## src/rtl/cpu_ctrl.sv

```systemverilog
// cpu_ctrl: multi-cycle fetch/decode/execute controller for the 8-bit CPU.
// Fetches 16-bit instructions, holds a 4-entry register file and the
// architectural flags, and sequences the downstream ALU.

package defs_pkg;

  // ALU operation select shared with the alu block.
  typedef enum logic [3:0] {
    ALU_ADD = 4'd0,
    ALU_SUB = 4'd1,
    ALU_AND = 4'd2,
    ALU_OR  = 4'd3,
    ALU_XOR = 4'd4,
    ALU_SLL = 4'd5,
    ALU_SRL = 4'd6,
    ALU_SRA = 4'd7
  } alu_opcode_t;

  // ALU status flags.
  typedef struct packed {
    logic carry;
    logic zero;
    logic neg;
    logic ovf;
  } alu_flags_t;

endpackage

module cpu_ctrl #(
  parameter int WIDTH = 8,
  parameter int PC_W  = 8
) (
  input  logic                  clk,
  input  logic                  rst,
  output logic                  imem_req,
  output logic [PC_W-1:0]       imem_addr,
  input  logic                  imem_valid,
  input  logic [15:0]           imem_data,
  output logic [WIDTH-1:0]      alu_in1,
  output logic [WIDTH-1:0]      alu_in2,
  output defs_pkg::alu_opcode_t alu_op,
  input  logic [WIDTH-1:0]      alu_out,
  input  defs_pkg::alu_flags_t  alu_flags,
  output defs_pkg::alu_flags_t  flags_q,
  output logic [PC_W-1:0]       pc,
  output logic                  retired,
  output logic                  halted,
  output logic                  illegal,
  input  logic [1:0]            dbg_sel,
  output logic [WIDTH-1:0]      dbg_rdata
);

  import defs_pkg::*;

  // Controller states.
  localparam logic [1:0] S_FETCH  = 2'd0;
  localparam logic [1:0] S_DECODE = 2'd1;
  localparam logic [1:0] S_EXEC   = 2'd2;
  localparam logic [1:0] S_HALT   = 2'd3;

  // Instruction opcodes (IR[15:12]); 0xB..0xE are illegal.
  localparam logic [3:0] OP_NOP  = 4'h0;
  localparam logic [3:0] OP_ADD  = 4'h1;
  localparam logic [3:0] OP_SUB  = 4'h2;
  localparam logic [3:0] OP_AND  = 4'h3;
  localparam logic [3:0] OP_OR   = 4'h4;
  localparam logic [3:0] OP_XOR  = 4'h5;
  localparam logic [3:0] OP_SLL  = 4'h6;
  localparam logic [3:0] OP_SRL  = 4'h7;
  localparam logic [3:0] OP_SRA  = 4'h8;
  localparam logic [3:0] OP_LI   = 4'h9;
  localparam logic [3:0] OP_ADDI = 4'hA;
  localparam logic [3:0] OP_HALT = 4'hF;

  localparam logic [PC_W-1:0] PC_ONE = PC_W'(1'b1);

  // Opcodes in the reserved hole between ADDI and HALT.
  function automatic logic f_is_illegal(input logic [3:0] opc);
    logic res;
    case (opc)
      4'hB, 4'hC, 4'hD, 4'hE: res = 1'b1;
      default:                res = 1'b0;
    endcase
    return res;
  endfunction

  // Opcodes whose result comes from the ALU and which update the flags.
  function automatic logic f_uses_alu(input logic [3:0] opc);
    logic res;
    case (opc)
      OP_ADD, OP_SUB, OP_AND, OP_OR, OP_XOR,
      OP_SLL, OP_SRL, OP_SRA, OP_ADDI: res = 1'b1;
      default:                         res = 1'b0;
    endcase
    return res;
  endfunction

  // Single-bit shifts ignore rs and present zero on operand 2.
  function automatic logic f_is_shift(input logic [3:0] opc);
    logic res;
    case (opc)
      OP_SLL, OP_SRL, OP_SRA: res = 1'b1;
      default:                res = 1'b0;
    endcase
    return res;
  endfunction

  // Instruction opcode to ALU operation.
  function automatic alu_opcode_t f_alu_sel(input logic [3:0] opc);
    alu_opcode_t res;
    case (opc)
      OP_ADD:  res = ALU_ADD;
      OP_SUB:  res = ALU_SUB;
      OP_AND:  res = ALU_AND;
      OP_OR:   res = ALU_OR;
      OP_XOR:  res = ALU_XOR;
      OP_SLL:  res = ALU_SLL;
      OP_SRL:  res = ALU_SRL;
      OP_SRA:  res = ALU_SRA;
      OP_ADDI: res = ALU_ADD;
      default: res = ALU_ADD;
    endcase
    return res;
  endfunction

  // Architectural and pipeline state.
  logic [1:0]       r_state;
  logic [PC_W-1:0]  r_pc;
  logic [15:0]      r_ir;
  logic [WIDTH-1:0] r_regs [4];
  alu_flags_t       r_flags;
  logic [WIDTH-1:0] r_alu_in1;
  logic [WIDTH-1:0] r_alu_in2;
  alu_opcode_t      r_alu_op;
  logic             r_retired;
  logic             r_halted;
  logic             r_illegal;

  // Decode of the held instruction.
  logic [1:0]       w_state_nxt;
  logic [3:0]       w_opc;
  logic [1:0]       w_rd;
  logic [1:0]       w_rs;
  logic [WIDTH-1:0] w_imm;
  logic             w_is_illegal;
  logic             w_uses_alu;
  logic             w_is_shift;
  logic             w_fetch_fire;
  logic             w_in_decode;
  logic             w_in_exec;
  logic             w_wb_en;
  logic [WIDTH-1:0] w_wb_data;
  logic [WIDTH-1:0] w_op2;

  assign w_opc        = r_ir[15:12];
  assign w_rd         = r_ir[11:10];
  assign w_rs         = r_ir[9:8];
  assign w_imm        = WIDTH'(r_ir[7:0]);
  assign w_is_illegal = f_is_illegal(w_opc);
  assign w_uses_alu   = f_uses_alu(w_opc);
  assign w_is_shift   = f_is_shift(w_opc);
  assign w_fetch_fire = (r_state == S_FETCH) && imem_valid;
  assign w_in_decode  = (r_state == S_DECODE);
  assign w_in_exec    = (r_state == S_EXEC);

  // Next-state selection for the fetch/decode/execute sequence.
  always_comb begin
    w_state_nxt = r_state;
    case (r_state)
      S_FETCH: begin
        if (imem_valid) begin
          w_state_nxt = S_DECODE;
        end else begin
          w_state_nxt = S_FETCH;
        end
      end
      S_DECODE: begin
        if (w_is_illegal || (w_opc == OP_HALT)) begin
          w_state_nxt = S_HALT;
        end else begin
          w_state_nxt = S_EXEC;
        end
      end
      S_EXEC:  w_state_nxt = S_FETCH;
      S_HALT:  w_state_nxt = S_HALT;
      default: w_state_nxt = S_FETCH;
    endcase
  end

  // Operand 2 choice: zero for shifts, the immediate for ADDI, else R[rs].
  always_comb begin
    w_op2 = r_regs[w_rs];
    if (w_is_shift) begin
      w_op2 = '0;
    end else if (w_opc == OP_ADDI) begin
      w_op2 = w_imm;
    end else begin
      w_op2 = r_regs[w_rs];
    end
  end

  // Writeback source: ALU result for ALU ops/ADDI, immediate for LI.
  always_comb begin
    w_wb_en   = 1'b0;
    w_wb_data = alu_out;
    if (w_uses_alu) begin
      w_wb_en   = w_in_exec;
      w_wb_data = alu_out;
    end else if (w_opc == OP_LI) begin
      w_wb_en   = w_in_exec;
      w_wb_data = w_imm;
    end else begin
      w_wb_en   = 1'b0;
      w_wb_data = alu_out;
    end
  end

  // State, program counter and instruction register.
  always_ff @(posedge clk or posedge rst) begin
    if (rst) begin
      r_state <= S_FETCH;
      r_pc    <= '0;
      r_ir    <= 16'h0000;
    end else begin
      r_state <= w_state_nxt;
      if (w_fetch_fire) begin
        r_ir <= imem_data;
        r_pc <= r_pc + PC_ONE;
      end
    end
  end

  // Operand registers feed the ALU; they only move when an ALU op is decoded,
  // so the ALU inputs hold their last values outside EXEC.
  always_ff @(posedge clk or posedge rst) begin
    if (rst) begin
      r_alu_in1 <= '0;
      r_alu_in2 <= '0;
      r_alu_op  <= ALU_ADD;
    end else begin
      if (w_in_decode && w_uses_alu) begin
        r_alu_in1 <= r_regs[w_rd];
        r_alu_in2 <= w_op2;
        r_alu_op  <= f_alu_sel(w_opc);
      end else begin
        r_alu_op  <= ALU_ADD;
      end
    end
  end

  // Register file and flags writeback at the end of EXEC.
  always_ff @(posedge clk or posedge rst) begin
    if (rst) begin
      for (int i = 0; i < 4; i++) begin
        r_regs[i] <= '0;
      end
      r_flags <= '0;
    end else begin
      if (w_wb_en) begin
        r_regs[w_rd] <= w_wb_data;
      end
      if (w_in_exec && w_uses_alu) begin
        r_flags <= alu_flags;
      end
    end
  end

  // Status: retire pulse, halted and the sticky illegal flag.
  always_ff @(posedge clk or posedge rst) begin
    if (rst) begin
      r_retired <= 1'b0;
      r_halted  <= 1'b0;
      r_illegal <= 1'b0;
    end else begin
      r_retired <= w_in_exec || (w_in_decode && (w_opc == OP_HALT));
      r_halted  <= (w_state_nxt == S_HALT);
      if (w_in_decode && w_is_illegal) begin
        r_illegal <= 1'b1;
      end
    end
  end

  // The request is masked by rst so it is low while reset is held yet
  // already high in the first cycle after release.
  assign imem_req  = (r_state == S_FETCH) && !rst;
  assign imem_addr = r_pc;
  assign pc        = r_pc;
  assign alu_in1   = r_alu_in1;
  assign alu_in2   = r_alu_in2;
  assign alu_op    = r_alu_op;
  assign flags_q   = r_flags;
  assign retired   = r_retired;
  assign halted    = r_halted;
  assign illegal   = r_illegal;
  assign dbg_rdata = r_regs[dbg_sel];

endmodule

```

## config.mk

```make
export PLATFORM = sky130hd
export DESIGN_NAME = cpu_ctrl
export DESIGN_NICKNAME = d
export VERILOG_FILES = /design/src/rtl/cpu_ctrl.sv
export SDC_FILE = /design/constraint.sdc
export NUM_CORES = 1
export LEC_CHECK = 0
export CORE_MARGIN = 1
export CORE_UTILIZATION = 56
export CTS_CLUSTER_SIZE = 24
export DETAILED_ROUTE_END_ITERATION = 10
export PLACE_DENSITY_LB_ADDON = 0.3
export SETUP_SLACK_MARGIN = 0.5
export SYNTH_ARGS = -nofsm -noshare
export SYNTH_HDL_FRONTEND = slang
export SYNTH_SLANG_ARGS = --single-unit
```

## constraint.sdc

```tcl
create_clock -name clk -period 3.9 [get_ports clk]
set_input_delay 0.78 -clock clk [delete_from_list [all_inputs] [get_ports clk]]
set_output_delay 0.78 -clock clk [all_outputs]
set_load 0.02 [all_outputs]
```

Word-level counts from Yosys, hierarchy flattened

Memory sizes are Yosys's and may differ from the RTL's.
Index checks and enable logic that the tools add are counted.

Memory bits (read-only): 64
Bits in latches: 0
Logic and storage cells: 78
Bits in registers: 85
Memory bits (writable): 0
Output and inout bits: 52
Memories: 2

Memories:

| name            | words | bits a word | rd ports | clocked after memory_dff | wr ports | line | RTL |
|---|---|---|---|---|---|---|---|
| (no name shown) | 16    | 3           | 1        | 0                        | 0        | 111  | `case (opc)` |
| (no name shown) | 16    | 1           | 1        | 0                        | 0        | 90   | `case (opc)` |

$add $sub $neg: 1
Muxes and demuxes: 24
Bitwise operators: 3
Reduce and logical (&&, ||, !) cells: 13
Shift operators: 0
Eq/ne operators: 14
$mul: 0
$lt $le $gt $ge: 4
Divide/modulo/power cells: 0

Operator list:

| kind                                                        | count |
|---|---|
| 2-to-1 mux 8 bit                                            | 11 |
| binary-select mux 8 bit (select 2 bit)                      | 3 |
| bitwise mux 32 bit                                          | 1 |
| equality test 4 bit (second input constant)                 | 8 |
| demux 8 bit (select 2 bit)                                  | 1 |
| >= comparator 3 bit (second input constant)                 | 3 |
| inverter 2 -> 3 bit                                         | 3 |
| adder 8 x 1 -> 8 bit (second input constant)                | 1 |
| equality test 4 x 3 -> 1 bit (second input constant)        | 2 |
| case mux 2 bit (4 select lines)                             | 1 |
| logical AND 1 bit                                           | 7 |
| equality test 2 bit (second input constant)                 | 3 |
| 2-to-1 mux 1 bit                                            | 6 |
| 2-to-1 mux 4 bit                                            | 1 |
| OR reduction 4 bit                                          | 1 |
| less-than comparator 3 x 1 -> 1 bit (second input constant) | 1 |
| OR reduction 3 bit                                          | 1 |
| equality test 2 x 1 -> 1 bit (second input constant)        | 1 |
| zero test 2 bit                                             | 1 |
| logical OR 1 bit                                            | 2 |
| zero test 1 bit                                             | 1 |

Depth between registers and ports, before layout

Word-level depth: 7
Mapped depth: 7
Depth with buffers taken out: 6

Worst setup path after synthesis

No wires, ideal clock.

Kind: input to output
Start: input dbg_sel[0]
End: output dbg_rdata[0]
Setup slack: 1.512 ns
Buffers on the path: 1
Stages on the path: 2
Arrival time: 1.608 ns
Required time: 3.120 ns
Cells stage by stage: buf_2 > mux4_2

Cells in the longest elaborated chain, start to end: 4

Ends and longest elaborated chain:

| what                                                 | line | RTL |
|---|---|---|
| start: declaration                                   | 49   | `input logic [1:0] dbg_sel,` |
| inverter 2 -> 3 bit (not written as such)            | 295  | `assign dbg_rdata = r_regs[dbg_sel];` |
| binary-select mux 8 bit (select 2 bit)               | 295  |  |
| 2-to-1 mux 8 bit (not written as such) (2 in series) | 295  |  |
| end: declaration                                     | 50   | `output logic [WIDTH-1:0] dbg_rdata` |

No other way between the ends. The select of a mux whose other input is x is not followed.

Final worst setup path

Start: input dbg_sel[1]
End: output dbg_rdata[4]

Same word-level chain as after synthesis.

==> impl_metrics.env <==
export IMPL_fin_tns_setup_ns=0
export IMPL_grt_start_max_net_pins=34
export IMPL_period_minus_slack_ns=3.34
export IMPL_worstPathMaxFanout=8
export IMPL_synthCells=288
export IMPL_slew_limit_headroom=0.387
export IMPL_ir_worst_vdd_v=0.000466
export IMPL_gp_congestion=0.834
export IMPL_rsz0062_at_grt="no"
export IMPL_max_freq_mhz=300
export IMPL_hpwl_um=6230
export IMPL_hold_start="illegal$_DFFE_PP0P_"
export IMPL_grtUsageTotal=0.256
export IMPL_cpLargestDelayFamily="buffers and inverters"
export IMPL_ant_nets=0
export IMPL_synthDistinctLibCells=45
export IMPL_setup_viol=0
export IMPL_critPathBufInv=2
export IMPL_ys_warn_count=0
export IMPL_overflow=0
export IMPL_synthArstFlopShare=1.00
export IMPL_r2r_start="r_ir[12]$_DFFE_PP0P_"
export IMPL_hp_class="reg2reg"
export IMPL_port_buffer_count=83
export IMPL_grt_pass1_vias=2750
export IMPL_worstPathArrival_ns=2.56
export IMPL_route_met3_wl_um=601
export IMPL_crit_start="dbg_sel[1]"
export IMPL_clock_latency_ns=0.35
export IMPL_drt_initial_drc_count=124
export IMPL_h_tree_depth=3
export IMPL_place_ws_ns=0.549
export IMPL_start_util=0.580
export IMPL_netlist_area_sq_um=4230
export IMPL_antenna_found_initial=0
export IMPL_skew_ns=0.0113
export IMPL_wl_met2_um=4370
export IMPL_wl_per_cell_um=19.5
export IMPL_synthSimpleGateAreaFrac=0.0662
export IMPL_clkTransAtPathRegs_ns=0.07
export IMPL_drive_above_1_share=0.331
export IMPL_synth_edf_count=0
export IMPL_cts_repair_resized=0
export IMPL_wl_met1_um=3930
export IMPL_synthFlopType="dfrtp_1"
export IMPL_path_cells="clkdlybuf4s50_1, mux4_2, clkdlybuf4s50_1"
export IMPL_cts_tree="yes"
export IMPL_die_area_sq_um=7910
export IMPL_syn_to_final_growth_pct=24.9
export IMPL_crit_slowest_cell="clkdlybuf4s50_1"
export IMPL_crit_path_end_kind="output pin"
export IMPL_cts_hold_buffers=0
export IMPL_rows=31
export IMPL_hold_viol=0
export IMPL_crit_top_cell="clkdlybuf4s50_1"
export IMPL_synth_top_family_by_area="multiplexers"
export IMPL_vias_per_cell=5.83
export IMPL_grt_pass1_wl_um=14500
export IMPL_via_count=2729
export IMPL_final_nets=404
export IMPL_fp_coreArea_sq_um=7290
export IMPL_setup_ws_ns=0.565
export IMPL_synthMuxAreaShare=0.327
export IMPL_post_cts_setup_buffer_count=0
export IMPL_drtPass1Iterations=4
export IMPL_tightestPinTransition_ns=0.918
export IMPL_wirelength_um=9130
export IMPL_drv_slew=0
export IMPL_power_total_mw=4.48
export IMPL_ios=85
export IMPL_min_period_over_period=0.855
export IMPL_powerDensity_nw_per_um2=847
export IMPL_crit_required_ns=3.12
export IMPL_leakage_nw=2.27
export IMPL_fp_dieH_um=88.9
export IMPL_dieWidth_um=88.9
export IMPL_maxCapViolations=0
export IMPL_remaining_drc_errors=0
export IMPL_cts_buffers=9
export IMPL_outcome="completed"
export IMPL_crit_path_start_kind="input pin"
export IMPL_ys_ff_latch=84
export IMPL_syn_nets=327
export IMPL_num_antenna_cells=0
export IMPL_synth_fa_ha_area_frac=0.0177
export IMPL_routed_top_layer="met4"
export IMPL_crit_path_max_incr_delay_ns=0.82
export IMPL_syn_mean_instance_area_sq_um=14.7
export IMPL_seq_area_frac_synth=0.497
export IMPL_synth_compound_area_share=0.0399
export IMPL_clkSinkCount=84
export IMPL_path_class="in2out"
export IMPL_cts_max_path_buffers=2
export IMPL_cts_root_buf="clkbuf_8"
export IMPL_synth_xor_area_frac=0.0145
-- per-stage QoR --
stage | std cells | utilization | hold WS, ns | instance area, sq um
2_1_floorplan | 288 | - | 0.499 | 4230
3_5_place_dp | 453 | 0.698 | 0.467 | 5090
3_3_place_gp | 453 | 0.698 | 0.461 | 5090
4_1_cts | 468 | 0.724 | 0.482 | 5280
6_report | 468 | 0.725 | 0.482 | 5290
5_1_grt | 468 | 0.725 | 0.508 | 5290
-- registers in the layout, summed over array words and instances (netlist names) --
register	flops
r_regs	32
halted	1
retired	1
illegal	1
r_ir	16
alu_in1	8
alu_in2	8
alu_op	3
flags_q	4
imem_addr	8
r_state	2
-- logic make-up after synthesis --
logic type                 after synthesis
xor gates and xnor gates                 7
DFF                                     84
and+or+nand+nor                         41
buffers and inverters                   26
other                                    1
muxes                                  100
adders and majority gates                6
AOI/OAI and AO/OA                       23
-- placed cells by master, fill, tap and decap left out, types with 2 or more instances in the layout --
cell type / n
a21oi_1: 3
buf_4: 3
clkbuf_8: 10
clkdlybuf4s50_1: 80
clkinv_2: 4
dfrtp_1: 84
dlymetal6s2s_1: 3
ha_1: 6
inv_1: 4
mux2_2: 67
mux2i_1: 9
mux4_2: 24
nand2_1: 10
nand2b_1: 4
nand3_1: 2
nand4_1: 3
nand4b_2: 2
nor2_1: 3
nor2b_1: 3
o21a_1: 2
o21ai_0: 4
o2bb2ai_1: 7
xnor2_1: 5
xor2_1: 2
-- per-layer routing --
metal | global-route usage | vias up
li1 | - | 1222
met1 | 0.359 | 1369
met2 | 0.396 | 119
met3 | 0.0351 | 19
met4 | 0.136 | 0
met5 | 0 | -
-- worst register-to-register path, stage by stage (launching register included) --
cell	delay, ns
dfrtp_1	0.52
inv_1	0.15
ha_1	0.29
nor2b_1	0.16
o22ai_1	0.26
o2111ai_1	0.52
o2bb2ai_1	0.32
-- cell usage after synthesis, types with 4 or more instances --
cell type	n	share of area
mux2_2	67	0.18
nand2_1	10	0.0089
xnor2_1	5	0.010
mux2i_1	9	0.021
buf_4	10	0.018
ha_1	6	0.018
mux4_2	24	0.13
buf_2	5	0.0059
dfrtp_1	84	0.50
o21ai_0	4	0.0047
o2bb2ai_1	7	0.014
inv_1	5	0.0044
nand2b_1	4	0.0059
-- final cells by class --
cell class | count | area [sq um]
clock buffer | 10 | 138
clock inverter | 5 | 52.6
fill | 518 | 2000
inverter | 5 | 20.0
multi-input combinational | 178 | 1980
sequential | 84 | 2100
tap | 99 | 124
timing repair buffer | 87 | 872
-- worst paths after layout --
check,slack (ns),to,depth (start not counted)
min in group asynchronous,0.77,r_ir[14]$_DFFE_PP0P_,2
hold reg to reg,0.48,illegal$_DFFE_PP0P_,1
max in group asynchronous,2.37,r_ir[4]$_DFFE_PP0P_,3
setup reg to reg,1.58,alu_in2[2]$_DFFE_PP0P_,6
hold / removal,0.48,illegal$_DFFE_PP0P_,1
setup / recovery,0.56,dbg_rdata[4],3
-- power breakdown --
| part | leakage, nW | switching, mW | internal, mW |
|---|---|---|---|
| registers | 1.04 | 0.481 | 1.27 |
| logic | 1.14 | 0.889 | 1.23 |
| clock network | 0.0979 | 0.301 | 0.307 |
| total | 2.27 | 1.67 | 2.81 |
Note: power is estimated with default switching activity, not from simulation.
